<file path="src/rtl/sw_pkg.sv">
// Shared constants and edge-classification helper for the slide-switch debouncer.
// The rise/fall outputs are built only when SW_DEBOUNCE_EDGE_EN is defined.
package sw_pkg;

  localparam int SW_WIDTH              = 8;
  localparam int DEFAULT_STABLE_CYCLES = 50000;
  localparam int DEFAULT_CNT_W         = 16;
  localparam int SIM_STABLE_CYCLES     = 4;

  typedef enum logic [1:0] {
    EDGE_NONE = 2'd0,
    EDGE_RISE = 2'd1,
    EDGE_FALL = 2'd2
  } edge_e;

  // The new output value is the synchronized input, so the edge direction follows it.
  function automatic edge_e classify_edge(input logic upd, input logic new_val);
    edge_e e;
    e = EDGE_NONE;
    if (upd) begin
      e = new_val ? EDGE_RISE : EDGE_FALL;
    end
    return e;
  endfunction

endpackage

</file>
<file path="src/rtl/sw_debounce_bit.sv">
// One switch bit: two-flop synchronizer, stability counter and debounced output flop.
// Optional registered rise/fall pulses when SW_DEBOUNCE_EDGE_EN is defined.
module sw_debounce_bit
  import sw_pkg::*;
#(
  parameter int STABLE_CYCLES = DEFAULT_STABLE_CYCLES,
  parameter int CNT_W         = DEFAULT_CNT_W
) (
  input  logic clk,
  input  logic reset,
  input  logic sw_i,
  output logic sw_out_o,
  output logic upd_o,
  output logic rise_o,
  output logic fall_o
);

  localparam logic [CNT_W-1:0] CNT_LAST = CNT_W'(STABLE_CYCLES - 1);

  logic             s1_q;
  logic             s2_q;
  logic             out_q;
  logic             out_d;
  logic [CNT_W-1:0] cnt_q;
  logic [CNT_W-1:0] cnt_d;
  logic             upd_d;

  // Any agreement between input and output restarts the count, so glitches leave no trace.
  always_comb begin
    cnt_d = cnt_q;
    out_d = out_q;
    upd_d = 1'b0;
    if (s2_q == out_q) begin
      cnt_d = '0;
    end else if (cnt_q == CNT_LAST) begin
      out_d = s2_q;
      cnt_d = '0;
      upd_d = 1'b1;
    end else begin
      cnt_d = cnt_q + CNT_W'(1);
    end
  end

  always_ff @(posedge clk) begin
    if (reset) begin
      s1_q  <= 1'b0;
      s2_q  <= 1'b0;
      cnt_q <= '0;
      out_q <= 1'b0;
    end else begin
      s1_q  <= sw_i;
      s2_q  <= s1_q;
      cnt_q <= cnt_d;
      out_q <= out_d;
    end
  end

  assign sw_out_o = out_q;
  assign upd_o    = upd_d;

`ifdef SW_DEBOUNCE_EDGE_EN
  logic  rise_q;
  logic  fall_q;
  edge_e edge_d;

  always_comb begin
    edge_d = classify_edge(upd_d, s2_q);
  end

  always_ff @(posedge clk) begin
    if (reset) begin
      rise_q <= 1'b0;
      fall_q <= 1'b0;
    end else begin
      rise_q <= (edge_d == EDGE_RISE);
      fall_q <= (edge_d == EDGE_FALL);
    end
  end

  assign rise_o = rise_q;
  assign fall_o = fall_q;
`else
  assign rise_o = 1'b0;
  assign fall_o = 1'b0;
`endif

endmodule

</file>
<file path="src/rtl/sw_debounce.sv">
// Debounces the board slide switches; one independent bit slice per switch.
// Edge pulses (rise/fall) are built only when SW_DEBOUNCE_EDGE_EN is defined.
module sw_debounce
  import sw_pkg::*;
#(
  parameter int WIDTH         = SW_WIDTH,
  parameter int STABLE_CYCLES = DEFAULT_STABLE_CYCLES,
  parameter int CNT_W         = DEFAULT_CNT_W
) (
  input  logic             clk,
  input  logic             reset,
  input  logic [WIDTH-1:0] sw,
  output logic [WIDTH-1:0] sw_out,
  output logic             changed,
  output logic [WIDTH-1:0] rise,
  output logic [WIDTH-1:0] fall
);

  logic [WIDTH-1:0] upd_d;
  logic             changed_q;

  generate
    for (genvar gi = 0; gi < WIDTH; gi++) begin : g_bit
      sw_debounce_bit #(
        .STABLE_CYCLES(STABLE_CYCLES),
        .CNT_W        (CNT_W)
      ) u_bit (
        .clk     (clk),
        .reset   (reset),
        .sw_i    (sw[gi]),
        .sw_out_o(sw_out[gi]),
        .upd_o   (upd_d[gi]),
        .rise_o  (rise[gi]),
        .fall_o  (fall[gi])
      );
    end
  endgenerate

  // Registered from the same next-state flags, so it lands on the edge the outputs update.
  always_ff @(posedge clk) begin
    if (reset) begin
      changed_q <= 1'b0;
    end else begin
      changed_q <= |upd_d;
    end
  end

  assign changed = changed_q;

endmodule

</file>
<file path="config.mk">
export PLATFORM = sky130hd
export DESIGN_NAME = sw_debounce
export DESIGN_NICKNAME = d
export VERILOG_FILES = /design/src/rtl/sw_pkg.sv /design/src/rtl/sw_debounce_bit.sv /design/src/rtl/sw_debounce.sv
export SDC_FILE = /design/constraint.sdc
export NUM_CORES = 1
export LEC_CHECK = 0
export ABC_AREA = 1
export CAP_MARGIN = 20
export CORE_MARGIN = 2
export CORE_UTILIZATION = 50
export DETAILED_ROUTE_END_ITERATION = 7
export HOLD_SLACK_MARGIN = 0.08
export PLACE_DENSITY = 0.68
export SETUP_SLACK_MARGIN = 0.5
export SYNTH_ARGS = -nofsm -noshare
export SYNTH_HDL_FRONTEND = slang
export SYNTH_SLANG_ARGS = --single-unit
</file>
<file path="constraint.sdc">
create_clock -name clk -period 1.8 [get_ports clk]
set_input_delay 0.36 -clock clk [delete_from_list [all_inputs] [get_ports clk]]
set_output_delay 0.36 -clock clk [all_outputs]
set_load 0.01 [all_outputs]
</file>
# After elaboration in Yosys (flattened, before gate mapping)
# Cells that the tools add are included.
word_totals:
  out_inout_bits: 25
  wordCells: 98
  regBits: 153
  in_bits: 10
classes:
  addsub: 8
  reduce_logical: 17
  n_eq_ne: 16
  muxes: 16
  n_bitwise: 8
ops:
  columns: ["op", "n"]
  rows:
  - ["$add 16x1->16 const B", 8]
  - ["$eq 16x16->1 const B", 8]
  - ["$reduce_or 3->1", 8]
  - ["$mux 1", 16]
  - ["$reduce_and 2->1", 8]
  - ["$eq 1x1->1", 8]
  - ["$not 1->1", 8]
  - ["$reduce_or 8->1", 1]

# Logic depth before layout (Yosys ltp)
logic_depth:
  depth_word: 4
  depth_mapped: 10
  ltp_nobuf: 10

# Hierarchy
# Synthesis repeated with hierarchy kept, for this count alone.
unflattened:
  hier_cells: 1297
  area_unflattened_um2: 8668.3
by_module_without_submodules:
  columns: ["module", "cells_each", "area_each_um2", "instances", "seq_area_each_um2"]
  rows:
  - ["sw_debounce_bit", 161, 1077.3, 8, 380.4]
  - ["sw_debounce", 9, 50.0, 1, 20.0]

# Worst setup path after synthesis
# OpenSTA, ideal clock, no wires.
synth_timing:
  kind: "reg2reg"
  startpoint: "register g_bit[4].u_bit.cnt_q[0]"
  endpoint: "register g_bit[4].u_bit.cnt_q[14]"
  slack_ns: 0.343
  period_less_slack_ns: 1.457
  setup_ns: 0.115
  path_buffers: 1
  arrival_time_ns: 1.342
  t_required_ns: 1.685
  path_stages_with_launch: 8
  path_cell_list: "dfxtp_1 -> ha_1 -> nand3_1 -> nor4_2 -> nand2_1 -> nand3_2 -> buf_6 -> nor2_1"
synth_via:
  elab_chain_cells: 2
  word_cells_on_any_way: 3
  cone_classes: "add/sub (1); eq/ne (1); reduce/logical (1)"
synth_rtl:
  columns: ["element", "line_no", "source"]
  rows:
  - ["from (decl)", "sw_debounce_bit.sv:24", "logic [CNT_W-1:0] cnt_q;"]
  - ["from (signal assigned)", "sw_debounce_bit.sv:53", "cnt_q <= cnt_d;"]
  - ["branches (longest 2 deep; another with $add 16x1->16)", null, null]
# Parallel ways; which one is timed is not known.
# A chain may end at the register's enable or synchronous reset.

# Worst setup path after layout
layout_timing:
  startpoint: "register g_bit[1].u_bit.cnt_q[0]"
  endpoint: "register g_bit[1].u_bit.cnt_q[7]"
layout_via:
  elab_chain_cells: 2
  word_cells_on_any_way: 3
  cone_classes: "add/sub (1); eq/ne (1); reduce/logical (1)"
layout_rtl:
  columns: ["element", "line_no"]
  rows:
  - ["from (decl)", "sw_debounce_bit.sv:24"]
  - ["from (signal assigned)", "sw_debounce_bit.sv:53"]
  - ["branches (longest 2 deep; another with $add 16x1->16)", null]
# Parallel ways; which one is timed is not known.

==> flow_metrics.tcl <==
set metrics [dict create \
    status "finished, final reports clean" \
    finalMaxSlewViolations 0 \
    hold_path.class "register to register" \
    grt_overflow 0 \
    die_y_um 124 \
    avgSynthCellArea_um2 7.39 \
    die-area_um2 15300 \
    grt_pass1_vias 5841 \
    hold_viol 0 \
    numCtsBuffers 17 \
    fin_skew_ns 0.00739 \
    antenna_found_initial 0 \
    cp_top_family "simple AND/OR/NAND/NOR gates" \
    grt.total_usage 0.208 \
    crit_path_start_kind "register" \
    io_buffers 18 \
    syn_area_um2 7150 \
    ys_types 39 \
    yosysSeqAreaShare 0.428 \
    combinationalPowerShare 0.024 \
    drive_gt1_frac 0.407 \
    power_density_nw_per_um2 754 \
    critical_path_buf_inv_count 1 \
    worstPathRequired_ns 2.11 \
    ys_warn_count 0 \
    finalCriticalPeriod_ns 1.38 \
    die_w_um 124 \
    setup_total_negative_slack_ns 0 \
    place.gp.congestion 0.849 \
    cp_cell_sequence "ha_4 -> nand3_4 -> nor3_4 -> nand2_2 -> nand3_4 -> buf_12 -> nor3_2" \
    synth_top_area_share 0.428 \
    worstSetupPathType "register to register" \
    p_seq_frac 0.448 \
    synthFlopType "dfxtp_1" \
    power.switching_mw 1.47 \
    wire_per_inst_um 13.8 \
    r2r_slack_ns 0.42 \
    async_flop_share 0 \
    drc_errors 0 \
    internal_power_mw 6.09 \
    ir_drop_mv 0.873 \
    post-dp-hpwl_mm 9.10 \
    via_per_inst 5.12 \
    rsz0062_at_grt "true" \
    clock-root-buffer "clkbuf_16" \
    holdWs_ns 0.402 \
    swShare 0.195 \
    fmax_mhz 725 \
    cts_sinks 153 \
    rr_worst_depth 7 \
    p_leak_nw 3.60 \
    nNetsFinal 1065 \
    min_period_over_period 0.767 \
    cts.clk_slew.worst_paths_ns 0.06 \
    synth_edf_count 0 \
    num_rows 43 \
    critPathCaptureType "register" \
    cts_tree "yes" \
    cpPeakStageDelay_ns 0.37 \
    yosys.area.top_type "dfxtp_1" \
    crit_cells 7 \
    io_pins 35 \
    cts_buffer_depth 2 \
    synth_commonest_cells "198 x nor2_1, 153 x dfxtp_1, 152 x nand2_1, 102 x inv_1, 66 x nand3_1" \
    critPathArrivalTime_ns 1.69 \
    detail-route-antenna-nets 0 \
    setup_viol 0 \
    coreArea_um2 13900 \
    area_growth_pct 40.2 \
    clockPowerShare 0.528 \
    htreeDepth 4 \
    yosysMostFrequentCell "nor2_1" \
    wirelength_mm 17.1 \
    routed-via-count 6348 \
    drt_iter0_drc 298 \
    min_path_cells 2 \
    drt-pass1-iter-count 5 \
    cts_hold_buf 0 \
    crit_path_frequent_cell "nand3_4" \
    maxCapViolCount 0 \
    syn_inst 968 \
    ys_ff_latch 153 \
    diodes 0 \
    grt_pass1_wl_mm 25.2 \
    crit_fanout 8 \
    synthTopCellsByArea "dfxtp_1 43%, nor2_1 10%, nand2_1 8.0%" \
    clock_latency_ns 0.43 \
    grt_max_degree 26 \
    initial_core_util 0.513 \
    critPathSlowestCell "dfxtp_4" \
]
[layer usage]
layer,track usage,vias to the layer above,share of wire
met1,0.234,2975,0.41
met4,0.0866,0,0.024
met2,0.372,103,0.54
met5,0,-,0
met3,0.0522,42,0.035
li1,-,3228,-
[what timing repair did]
| action | 4_1_cts | 5_1_grt |
|---|---|---|
| resized for setup | 187 | 254 |
| setup endpoints to repair | 137 | 134 |
| gates cloned | 3 | 2 |
| buffers inserted | 21 | 32 |
| pin swaps | 21 | 65 |
[power by group through the flow]
stage	Clock (mW)	Sequential, mW	Combinational, mW
2_1_floorplan	0	3.49	0.108
3_3_place_gp	0	3.50	0.116
3_5_place_dp	0	3.50	0.117
4_1_cts	4.06	3.42	0.151
5_1_grt	4.21	3.39	0.200
6_report	3.99	3.39	0.183
[cell usage in the layout (no fill, tap or decap), types with 32 or more instances in the layout]
cell type,Yosys,final
buf_4,29,47
dfxtp_1,153,63
nor2_1,198,145
a21oi_1,46,32
inv_1,102,86
xor2_1,46,38
dfxtp_2,0,63
nand3_1,66,41
nand2_1,152,113
[final timing paths]
| check | start | endpoint |
|---|---|---|
| min reg2reg | g_bit[0].u_bit.s1_q | g_bit[0].u_bit.s2_q |
| max | g_bit[1].u_bit.cnt_q[0] | g_bit[1].u_bit.cnt_q[7] |
| max reg2reg | g_bit[1].u_bit.cnt_q[0] | g_bit[1].u_bit.cnt_q[7] |
| min | g_bit[0].u_bit.s1_q | g_bit[0].u_bit.s2_q |
[cells by family after synthesis]
kind of cell	Yosys count	synth area share
flip-flops	153	0.428
AO/OA/AOI/OAI	69	0.0504
XOR/XNOR	59	0.0723
buffers and inverters	141	0.0913
other	1	0.000524
adder cells (fa/ha/maj)	8	0.0140
AND/OR/NAND/NOR	537	0.343
[registers in the layout, summed over array words and instances, names as in the netlist]
signal / count
changed: 1
g_bit.u_bit.s2_q: 8
g_bit.u_bit.sw_out_o: 8
g_bit.u_bit.s1_q: 8
g_bit.u_bit.cnt_q: 128
[layout make-up]
type,count,area [um2]
inverter,103,420
multi-input combinational,692,4750
clock buffer,25,505
fill,1032,3910
tap,180,225
clock inverter,7,160
sequential,153,3240
timing repair buffer,80,727
[worst register-to-register path, stage by stage, from the launching register on]
cell and delay [ns]:
dfxtp_4 0.37, ha_4 0.15, nand3_4 0.10, nor3_4 0.23
nand2_2 0.11, nand3_4 0.10, buf_12 0.15, nor3_2 0.05
[per-stage QoR]
stage          cell area (um2)  worst slack (ns)  power [mW]  cells  utilization
3_5_place_dp              7510           -0.0622        3.61   1150        0.539
3_3_place_gp              7510           -0.0242        3.61   1150        0.539
2_1_floorplan             7320             0.500        3.60    983            -
6_report                 10000             0.420        7.56   1240        0.720
4_1_cts                   8910             0.416        7.63   1206        0.640
5_1_grt                  10000             0.338        7.80   1240        0.720
(Power assumes the default switching activity.)
